**src/rtl/ibex_retire_counter.sv**
```systemverilog
// Retired-instruction counter (minstret) with compressed-retire count, wrap flags and CSR writes.
// Optional speculative read path enabled by defining IBEX_RETIRE_SPEC_READ_EN.
module ibex_retire_counter #(
  parameter int unsigned CntWidth       = 64,
  parameter bit          WritebackStage = 1'b0
) (
  input  logic        clk_i,
  input  logic        rst_i,
  input  logic        inhibit_i,
  input  logic        instr_ret_i,
  input  logic        instr_ret_compressed_i,
  input  logic        instr_ret_spec_i,
  input  logic        csr_we_lo_i,
  input  logic        csr_we_hi_i,
  input  logic [31:0] csr_wdata_i,
  output logic [63:0] minstret_o,
  output logic [63:0] minstret_rd_o,
  output logic [31:0] ret_compressed_cnt_o,
  output logic        overflow_o,
  output logic        overflow_sticky_o
);

  typedef enum logic {
    StIdle,
    StOvf
  } sticky_state_e;

  logic [CntWidth-1:0] counter_reg, counter_next;
  logic [31:0]         cmp_reg, cmp_next;
  logic                overflow_reg;
  sticky_state_e       sticky_reg, sticky_next;
  logic                csr_we, inc, wrap;

  // A CSR write to either half suppresses the retire of the writing instruction.
  assign csr_we = csr_we_lo_i | csr_we_hi_i;
  assign inc    = instr_ret_i & ~inhibit_i & ~csr_we;
  assign wrap   = inc & (&counter_reg);

  always_comb begin
    counter_next = counter_reg;
    if (csr_we) begin
      if (csr_we_lo_i) counter_next[31:0] = csr_wdata_i;
      if (csr_we_hi_i) counter_next[CntWidth-1:32] = csr_wdata_i[CntWidth-33:0];
    end else if (inc) begin
      counter_next = counter_reg + CntWidth'(1);
    end
  end

  assign cmp_next = cmp_reg + 32'(inc & instr_ret_compressed_i);

  always_comb begin
    sticky_next = sticky_reg;
    case (sticky_reg)
      StIdle:  if (wrap) sticky_next = StOvf;
      StOvf:   if (csr_we) sticky_next = StIdle;
      default: sticky_next = StIdle;
    endcase
  end

  always_ff @(posedge clk_i) begin
    if (rst_i) begin
      counter_reg  <= '0;
      cmp_reg      <= '0;
      overflow_reg <= 1'b0;
      sticky_reg   <= StIdle;
    end else begin
      counter_reg  <= counter_next;
      cmp_reg      <= cmp_next;
      overflow_reg <= wrap;
      sticky_reg   <= sticky_next;
    end
  end

  assign minstret_o           = 64'(counter_reg);
  assign ret_compressed_cnt_o = cmp_reg;
  assign overflow_o           = overflow_reg;
  assign overflow_sticky_o    = (sticky_reg == StOvf);

`ifdef IBEX_RETIRE_SPEC_READ_EN
  logic                spec_inc;
  logic [CntWidth-1:0] rd_cnt;

  assign spec_inc = WritebackStage & instr_ret_spec_i & ~inhibit_i;

  // During reset the counter is treated as already cleared.
  always_comb begin
    rd_cnt = counter_reg;
    if (WritebackStage) begin
      if (rst_i) rd_cnt = CntWidth'(spec_inc);
      else       rd_cnt = counter_reg + CntWidth'(spec_inc);
    end
  end

  assign minstret_rd_o = 64'(rd_cnt);
`else
  logic unused_spec;
  assign unused_spec   = instr_ret_spec_i ^ WritebackStage;
  assign minstret_rd_o = minstret_o;
`endif

endmodule

```
**config.mk**
```make
export PLATFORM = sky130hd
export DESIGN_NAME = ibex_retire_counter
export DESIGN_NICKNAME = d
export VERILOG_FILES = /design/src/rtl/ibex_retire_counter.sv
export SDC_FILE = /design/constraint.sdc
export NUM_CORES = 1
export LEC_CHECK = 0
export ABC_AREA = 1
export CAP_MARGIN = 20
export CORE_MARGIN = 2
export CORE_UTILIZATION = 59
export DETAILED_ROUTE_END_ITERATION = 6
export DONT_BUFFER_PORTS = 1
export GPL_TIMING_DRIVEN = 0
export PLACE_DENSITY = 0.87
export REMOVE_ABC_BUFFERS = 1
export SLEW_MARGIN = 0
export SYNTH_ARGS = -nofsm -noshare
export SYNTH_HDL_FRONTEND = slang
export SYNTH_SLANG_ARGS = --single-unit
```
**constraint.sdc**
```tcl
create_clock -name clk_i -period 2.3 [get_ports clk_i]
set_input_delay 0.345 -clock clk_i [delete_from_list [all_inputs] [get_ports clk_i]]
set_output_delay 0.345 -clock clk_i [all_outputs]
set_load 0.005 [all_outputs]
```
# After elaboration in Yosys (flattened, before gate mapping)
# Cells that the tools add are included.
# totals
ff_bits	98
latch_bits	0
mem_bits_rw	0
mem_bits_ro	0
input_bits	40
n_memories	0
# op_classes
addsub	2
n_mul	0
div	0
magnitude_cmp	0
n_eq_ne	2
n_shift	0
muxes	7
n_bitwise	8
reduce_logical	4
# op_table
cell	n
two-way mux 64 bit	2
adder 64 x 1 -> 64 bit (second input constant)	1
two-way mux 32 bit	2
AND reduction 64 bit	1
adder 32 x 1 -> 32 bit	1
bitwise AND 1 bit	4
inequality test 2 bit (second input constant)	2
AND reduction 2 bit	2
NOT 1 bit	3
two-way mux 1 bit	2
case mux 1 bit (2 select lines)	1
nonzero test 2 bit	1
bitwise OR 1 bit	1

# Depth between registers and ports, before layout
# Gate-level depths: netlist of the first run.
# logic_depth
ltp_word	6
ltp_mapped	16

# Worst setup path after synthesis of the first run
# No wires, ideal clock.
# synth_timing
kind	input to register
startpoint	input csr_we_lo_i
endpoint	register cmp_reg[20], in the netlist ret_compressed_cnt_o[20]
setup_ns	0.116
arrival_ns	2.069
path_slack_ns	0.115
stages	16
path_buffers	0
path_cell_list	inv_1 nand2_2 nor3_2 inv_2 nor2_1 ha_1 ha_1 nand2_1 nor2_2 nand2_1 nor2_1 inv_1 nor2_2 nand3_1 nor2_1 nor3b_2
# synth_via
elab_chain_cells	5
# synth_rtl
element	line_no	text
from (decl)	13	input logic csr_we_lo_i,
bitwise OR 1 bit	35	assign csr_we = csr_we_lo_i | csr_we_hi_i;
NOT 1 bit	36	assign inc = instr_ret_i & ~inhibit_i & ~csr_we;
bitwise AND 1 bit	36	
bitwise AND 1 bit	49	assign cmp_next = cmp_reg + 32'(inc & instr_ret_compressed_i);
adder 32 x 1 -> 32 bit	49	
to (signal assigned)	68	cmp_reg <= cmp_next;
to (decl)	29	logic [31:0] cmp_reg, cmp_next;
# No other way between the ends.
# A chain may end at the register's enable or synchronous reset.

# Worst setup path after layout of the first run
# layout_timing
startpoint	input csr_we_hi_i
endpoint	register cmp_reg[18], in the netlist ret_compressed_cnt_o[18]
# layout_via
elab_chain_cells	5
# layout_rtl
element	line_no	text
from (decl)	14	input logic csr_we_hi_i,
bitwise OR 1 bit	35	
NOT 1 bit	36	
bitwise AND 1 bit	36	
bitwise AND 1 bit	49	
adder 32 x 1 -> 32 bit	49	
# No other way between the ends.

==> results.sh, run 1 <==
export IMPL_power_w=0.00401
export IMPL_fin_skew_ps=10.7
export IMPL_wl_per_cell_microns=16.8
export IMPL_clkTransAtPathRegs_ps=70
export IMPL_slew_headroom_pct=40.8
export IMPL_grt_pass1_vias=6844
export IMPL_crit_slowest_cell="nor3_4"
export IMPL_crit_path_max_fanout=16
export IMPL_die_area_sq_mm=0.0129
export IMPL_cp_slowest_stage_delay_ps=210
export IMPL_syn_avg_cell_area_sq_um=5.94
export IMPL_worst_slack_ps=147
export IMPL_critical_path_top_delay_family="simple AND/OR/NAND/NOR gates"
export IMPL_timing_rr_end="minstret_o[60]"
export IMPL_drive_above_1_share_pct=8.46
export IMPL_synth_cell_area_sq_mm=0.00709
export IMPL_htreeDepth=3
export IMPL_vdd_drop_max_mv=0.479
export IMPL_synth_most_common_cell="nand2_1"
export IMPL_gp_congestion=1.08
export IMPL_fin_util_pct=60.5
export IMPL_cp_start_kind="primary input"
export IMPL_dr_pass1_iters=6
export IMPL_route_vias_total=7586
export IMPL_grt_usage_pct=32.8
export IMPL_final_max_slew_viol_count=0
export IMPL_p_seq_share_pct=50.0
export IMPL_synth_area_top_cells="dfxtp_1 28%, nand2_1 16%, nor2_1 9.4%"
export IMPL_worstSetupEndpointType="flip-flop"
export IMPL_hold_violations=0
export IMPL_switching_share_pct=30.2
export IMPL_powerDensity_mw_per_mm2=559
export IMPL_yosysUniqueCellTypes=38
export IMPL_synthArstFlopShare_pct=0
export IMPL_intPower_w=0.00280
export IMPL_synth_commonest_cells="308 x nand2_1, 178 x nor2_1, 129 x a21oi_1"
export IMPL_drtIter0Drc=780
export IMPL_run_status="complete, no violations"
export IMPL_yosysTopAreaCell="dfxtp_1"
export IMPL_path_class="primary input to flip-flop"
export IMPL_synth_warnings=0
export IMPL_antenna_left=0
export IMPL_required_ps=2540
export IMPL_power_frac_clock_pct=39.4
export IMPL_cts_sinks=98
export IMPL_setup_viol=0
export IMPL_cpMostUsedCell="nor2_2"
export IMPL_num_io_pins=202
export IMPL_min_from="rst_i"
export IMPL_die_w_microns=114
export IMPL_clockRootBuffer="clkbuf_16"
export IMPL_drc=0
export IMPL_synthDominantCellAreaShare_pct=27.7
export IMPL_grt_overflow=0
export IMPL_cts_buffer_depth=2
export IMPL_power_frac_comb_pct=10.6
export IMPL_worst_hold_path_type="primary input to flip-flop"
export IMPL_worstRegToRegCells=10
export IMPL_arrival_ps=2400
export IMPL_cts_tree="built"
export IMPL_io_buffers=0
export IMPL_grt_start_max_net_pins=62
export IMPL_grt_pass1_wl_mm=33.9
export IMPL_p_leak_nw=2.53
export IMPL_r2r_start="minstret_o[0]"
export IMPL_drv_cap=0
export IMPL_cp_cell_sequence="clkinvlp_4 -> nand2_8 -> nor3_4 -> inv_2 -> nor2_2 -> ha_2 -> ha_2 -> nand2_1 -> nor2_4 -> nand2_2 -> nor2_2 -> inv_1 -> nor2_2 -> nand2_1 -> o21ai_0 -> a21oi_1"
export IMPL_start_util_pct=59.8
export IMPL_fin_crit_ps=2150
export IMPL_r2r_slack_ps=290
export IMPL_area_growth_synth_to_final_pct=1.18
export IMPL_synth_edf_count=0
export IMPL_min_path_cells=1
export IMPL_fill_cells=1120
export IMPL_finalCritPeriodShare_pct=93.6
export IMPL_core_sq_mm=0.0119
export IMPL_synthCells=1193
export IMPL_hpwl_mm=15.1
export IMPL_viasPerCell=5.97
export IMPL_fin_area_sq_mm=0.00717
export IMPL_synth_ff_type="dfxtp_1"
export IMPL_diodes=0
export IMPL_place_area_sq_mm=0.00674
export IMPL_antenna_found_initial=0
export IMPL_power_net_switching_w=0.00121
export IMPL_fmax_ghz=0.464
export IMPL_ys_seq_elements=98
export IMPL_routed_wl_mm=21.4
export IMPL_die_y_microns=114
export IMPL_holdPathEnd="ret_compressed_cnt_o[22]"
export IMPL_row_count=40
export IMPL_dp_slack_ps=-1190
export IMPL_yosysSeqAreaShare_pct=27.7
export IMPL_clock_latency_ps=360
export IMPL_tightest_slew_ps=887
export IMPL_layout_nets=1162
export IMPL_numCtsBuffers=9
export IMPL_crit_buf_inv=3
export IMPL_cts_hold_fix_buffers=0
==> registers in the layout (all words and copies together) (netlist names) <==
register and cells:
minstret_o 64, overflow_sticky_o 1, ret_compressed_cnt_o 32, overflow_o 1
==> power by group through the flow <==
stage / clock network [W] / registers (W) / logic (W)
final: 0.00158 / 0.00200 / 0.000426
after global routing: 0.00167 / 0.00202 / 0.000480
after global placement: 0 / 0.00203 / 0.000366
after detailed placement: 0 / 0.00203 / 0.000391
after floorplan: 0 / 0.00196 / 0.000293
after CTS: 0.00158 / 0.00200 / 0.000410
==> metal layers <==
metal / up-vias / share of wire [%] / GRT usage, %
met3: 80 / 13 / 11.3
met1: 3407 / 40 / 42.1
met5: - / 0 / 0
li1: 3624 / - / -
met2: 475 / 44 / 50.3
met4: 0 / 3.9 / 14.0
==> metrics by stage <==
step           hold WS, ps  cells  TNS, ps
2_1_floorplan          414   1095   -18740
3_3_place_gp           418   1242  -119230
3_5_place_dp           419   1246   -72660
4_1_cts               38.2   1266        0
5_1_grt               23.9   1270    -18.2
6_report              41.7   1270        0
==> cell families after synthesis <==
group	synth area share, %
flip-flops	27.7
XOR/XNOR	0.741
adder cells (fa/ha/maj)	0.706
AND/OR/NAND/NOR	37.5
buffers and inverters	14.8
AO/OA/AOI/OAI	18.6
==> layout make-up <==
type	count	area, sq um	area share [%]
Multi-Input combinational cell	885	4150	57.8
Sequential cell	98	1960	27.4
Inverter	114	442	6.16
Clock buffer	10	229	3.19
Tap cell	147	184	2.56
Timing Repair Buffer	10	135	1.88
Clock inverter	6	73.8	1.03
==> layout by cell type (no fill, tap or decap), types with 2 or more instances in the layout <==
| cell | Yosys | final |
|---|---|---|
| nand2_1 | 308 | 307 |
| nor2_1 | 178 | 176 |
| a21oi_1 | 129 | 129 |
| o21ai_0 | 113 | 113 |
| inv_1 | 109 | 105 |
| dfxtp_1 | 98 | 98 |
| nand3_1 | 44 | 44 |
| nor2_2 | 14 | 15 |
| nand2_2 | 13 | 13 |
| nand4_1 | 13 | 13 |
| nor3_1 | 11 | 11 |
| or2_2 | 11 | 11 |
| clkbuf_16 | 0 | 9 |
| nor2_4 | 6 | 7 |
| nand3b_1 | 5 | 5 |
| buf_4 | 65 | 5 |
| nand2_4 | 2 | 4 |
| a31oi_1 | 4 | 4 |
| xor2_1 | 4 | 4 |
| clkinvlp_4 | 0 | 3 |
| inv_2 | 2 | 3 |
| a21oi_2 | 3 | 3 |
| o21bai_1 | 3 | 3 |
| a21o_1 | 3 | 3 |
| inv_6 | 0 | 3 |
| clkinv_2 | 1 | 2 |
| nor2_8 | 2 | 2 |
| or2_0 | 2 | 2 |
| xnor2_1 | 2 | 2 |
| ha_1 | 4 | 2 |
| ha_2 | 0 | 2 |
| clkinv_4 | 0 | 2 |
| buf_8 | 0 | 2 |
| buf_12 | 0 | 2 |
==> how the worst max path moves through the flow <==
stage / slack, ps / cells past startpoint / start / end
finish: 150 / 16 / csr_we_hi_i / ret_compressed_cnt_o[18]
global route: -10 / 16 / csr_we_hi_i / ret_compressed_cnt_o[18]
CTS: 80 / 16 / csr_we_hi_i / ret_compressed_cnt_o[18]
detailed placement: -1190 / 14 / csr_we_lo_i / ret_compressed_cnt_o[14]
global placement: -1780 / 8 / csr_we_lo_i / minstret_o[39]
floorplan: -390 / 6 / csr_we_lo_i / minstret_o[51]
==> what timing repair did <==
action,CTS,global route
endpoints found under the setup margin,92,6
cloned,2,0
buffers inserted,2,4
pin swaps,1,2
gates resized for setup,6,7
endpoints found under the hold margin,0,0
(Power assumes the default switching activity.)
==> inputs of run 2 (changes only) <==
--- a/config.mk
+++ b/config.mk
@@ -7,11 +7,12 @@
 export LEC_CHECK = 0
 export ABC_AREA = 1
 export CAP_MARGIN = 20
-export CORE_MARGIN = 2
+export CORE_MARGIN = 4
 export CORE_UTILIZATION = 59
 export DETAILED_ROUTE_END_ITERATION = 6
 export DONT_BUFFER_PORTS = 1
 export GPL_TIMING_DRIVEN = 0
+export MAX_ROUTING_LAYER = met4
 export PLACE_DENSITY = 0.87
 export REMOVE_ABC_BUFFERS = 1
 export SLEW_MARGIN = 0
==> run 2 against run 1 <==
Largest cell class unchanged. Hold slack hardly changed. Clock power hardly changed. Total power is 0.74% higher. Via count is 0.58% lower.
==> results.sh, run 2 (synthesis gave the netlist of run 1 again) <==
export IMPL_gp_congestion=1.00
export IMPL_power_frac_clock_pct=39.5
export IMPL_layout_nets=1166
export IMPL_antenna_found_initial=0
export IMPL_layout_commonest_cell="nand2_1"
export IMPL_die_w_microns=118
export IMPL_io_buffers=0
export IMPL_diodes=0
export IMPL_fin_area_sq_mm=0.00719
export IMPL_numCtsBuffers=9
export IMPL_grt_pass1_vias=6997
export IMPL_final_max_slew_viol_count=0
export IMPL_tightest_slew_ps=936
export IMPL_worst_slack_ps=86.2
export IMPL_worstSetupEndpointType="flip-flop"
export IMPL_path_class="primary input to flip-flop"
export IMPL_drive_above_1_share_pct=8.79
export IMPL_cts_sinks=98
export IMPL_p_leak_nw=2.54
export IMPL_drv_cap=0
export IMPL_viasPerCell=5.94
export IMPL_clock_latency_ps=360
export IMPL_run_status="complete, no violations"
export IMPL_die_area_sq_mm=0.0138
export IMPL_drc=0
export IMPL_area_growth_synth_to_final_pct=1.45
export IMPL_grtUsageMet3_pct=6.97
export IMPL_power_frac_comb_pct=10.8
export IMPL_intPower_w=0.00281
export IMPL_cts_buffer_depth=2
export IMPL_arrival_ps=2470
export IMPL_place_area_sq_mm=0.00674
export IMPL_fin_util_pct=62.2
export IMPL_cts_hold_fix_buffers=0
export IMPL_die_y_microns=118
export IMPL_clockRootBuffer="clkbuf_16"
export IMPL_slew_headroom_pct=37.6
export IMPL_power_net_switching_w=0.00122
export IMPL_cts_tree="built"
export IMPL_antenna_left=0
export IMPL_dp_slack_ps=-785
export IMPL_hpwl_mm=16.4
export IMPL_fin_crit_ps=2210
export IMPL_crit_path_max_fanout=14
export IMPL_grt_pass1_wl_mm=36.7
export IMPL_route_vias_total=7542
export IMPL_clkTransAtPathRegs_ps=70
export IMPL_grt_most_used_layer="met2"
export IMPL_cp_start_kind="primary input"
export IMPL_switching_share_pct=30.3
export IMPL_fmax_ghz=0.452
export IMPL_setup_viol=0
export IMPL_hold_violations=0
export IMPL_grt_overflow=0
export IMPL_row_count=39
export IMPL_min_path_cells=1
export IMPL_num_io_pins=202
export IMPL_drtIter0Drc=1043
export IMPL_start_util_pct=61.3
export IMPL_worst_hold_path_type="primary input to flip-flop"
export IMPL_power_w=0.00404
export IMPL_grtUsageMet1_pct=43.9
export IMPL_final_cell_mix="307 x nand2_1, 177 x nor2_1, 129 x a21oi_1"
export IMPL_finalCritPeriodShare_pct=96.3
export IMPL_p_seq_share_pct=49.6
export IMPL_htreeDepth=3
export IMPL_grtUsageMet2_pct=51.8
export IMPL_routed_wl_mm=23.3
export IMPL_fin_skew_ps=13.6
export IMPL_largest_register_ffs=64
export IMPL_grt_start_max_net_pins=62
export IMPL_dr_pass1_iters=6
export IMPL_powerDensity_mw_per_mm2=561
export IMPL_required_ps=2550
export IMPL_wl_per_cell_microns=18.4
export IMPL_worstRegToRegCells=9
export IMPL_vdd_drop_max_mv=0.352
export IMPL_core_sq_mm=0.0116
export IMPL_grt_usage_pct=33.4
## run 2: cell type report
cell class                      count  area [sq um]
Fill cell                        1130          4370
Multi-Input combinational cell    884          4140
Sequential cell                    98          1960
Inverter                          114           442
Clock buffer                       10           239
Tap cell                          143           179
Timing Repair Buffer               14           158
Clock inverter                      5          61.3
Timing Repair inverter              1          7.51
## run 2: through the flow
stage	TNS, ps	hold WS [ps]	cells
CTS	0	36.7	1263
global route	-106	35.9	1269
finish	0	42.2	1269
floorplan	-18740	414	1095
detailed placement	-40060	419	1242
global placement	-122920	417	1238
## run 2: critical path: stages
cell        delay (ps)
clkinvlp_4         100
nand2_8            130
nor3_4             230
inv_2               80
nor2_1             150
ha_2               210
ha_2               210
nand2_1            120
nor2_4             180
nand2_2            130
nor2_4             130
inv_2               70
nor2_4              90
nand3_1            100
nor2_1             140
nor3b_2             50
## run 2: repair_timing
item,in CTS,in global routing
setup endpoints to repair,45,6
buffers inserted,4,6
cloned,2,0
gates resized for setup,11,6
pin swaps,1,2
## run 2: worst paths after layout
| kind | start | slack [ps] | to |
|---|---|---|---|
| max | csr_we_lo_i | 90 | ret_compressed_cnt_o[20] |
| min | rst_i | 40 | ret_compressed_cnt_o[30] |
| max reg2reg | minstret_o[15] | 310 | minstret_o[33] |
| min reg2reg | overflow_sticky_o | 490 | overflow_sticky_o |
## run 2: power by group through the flow
stage          clock [W]  combinational, W  sequential, W
2_1_floorplan          0          0.000293        0.00196
3_3_place_gp           0          0.000368        0.00203
3_5_place_dp           0          0.000398        0.00203
4_1_cts          0.00160          0.000420        0.00200
5_1_grt          0.00167          0.000491        0.00202
6_report         0.00160          0.000438        0.00200
## run 2: layer usage
metal	up-vias	share of wire, %
met5	-	0
met4	0	1.7
met3	43	11
met2	431	46
met1	3444	42
li1	3624	-
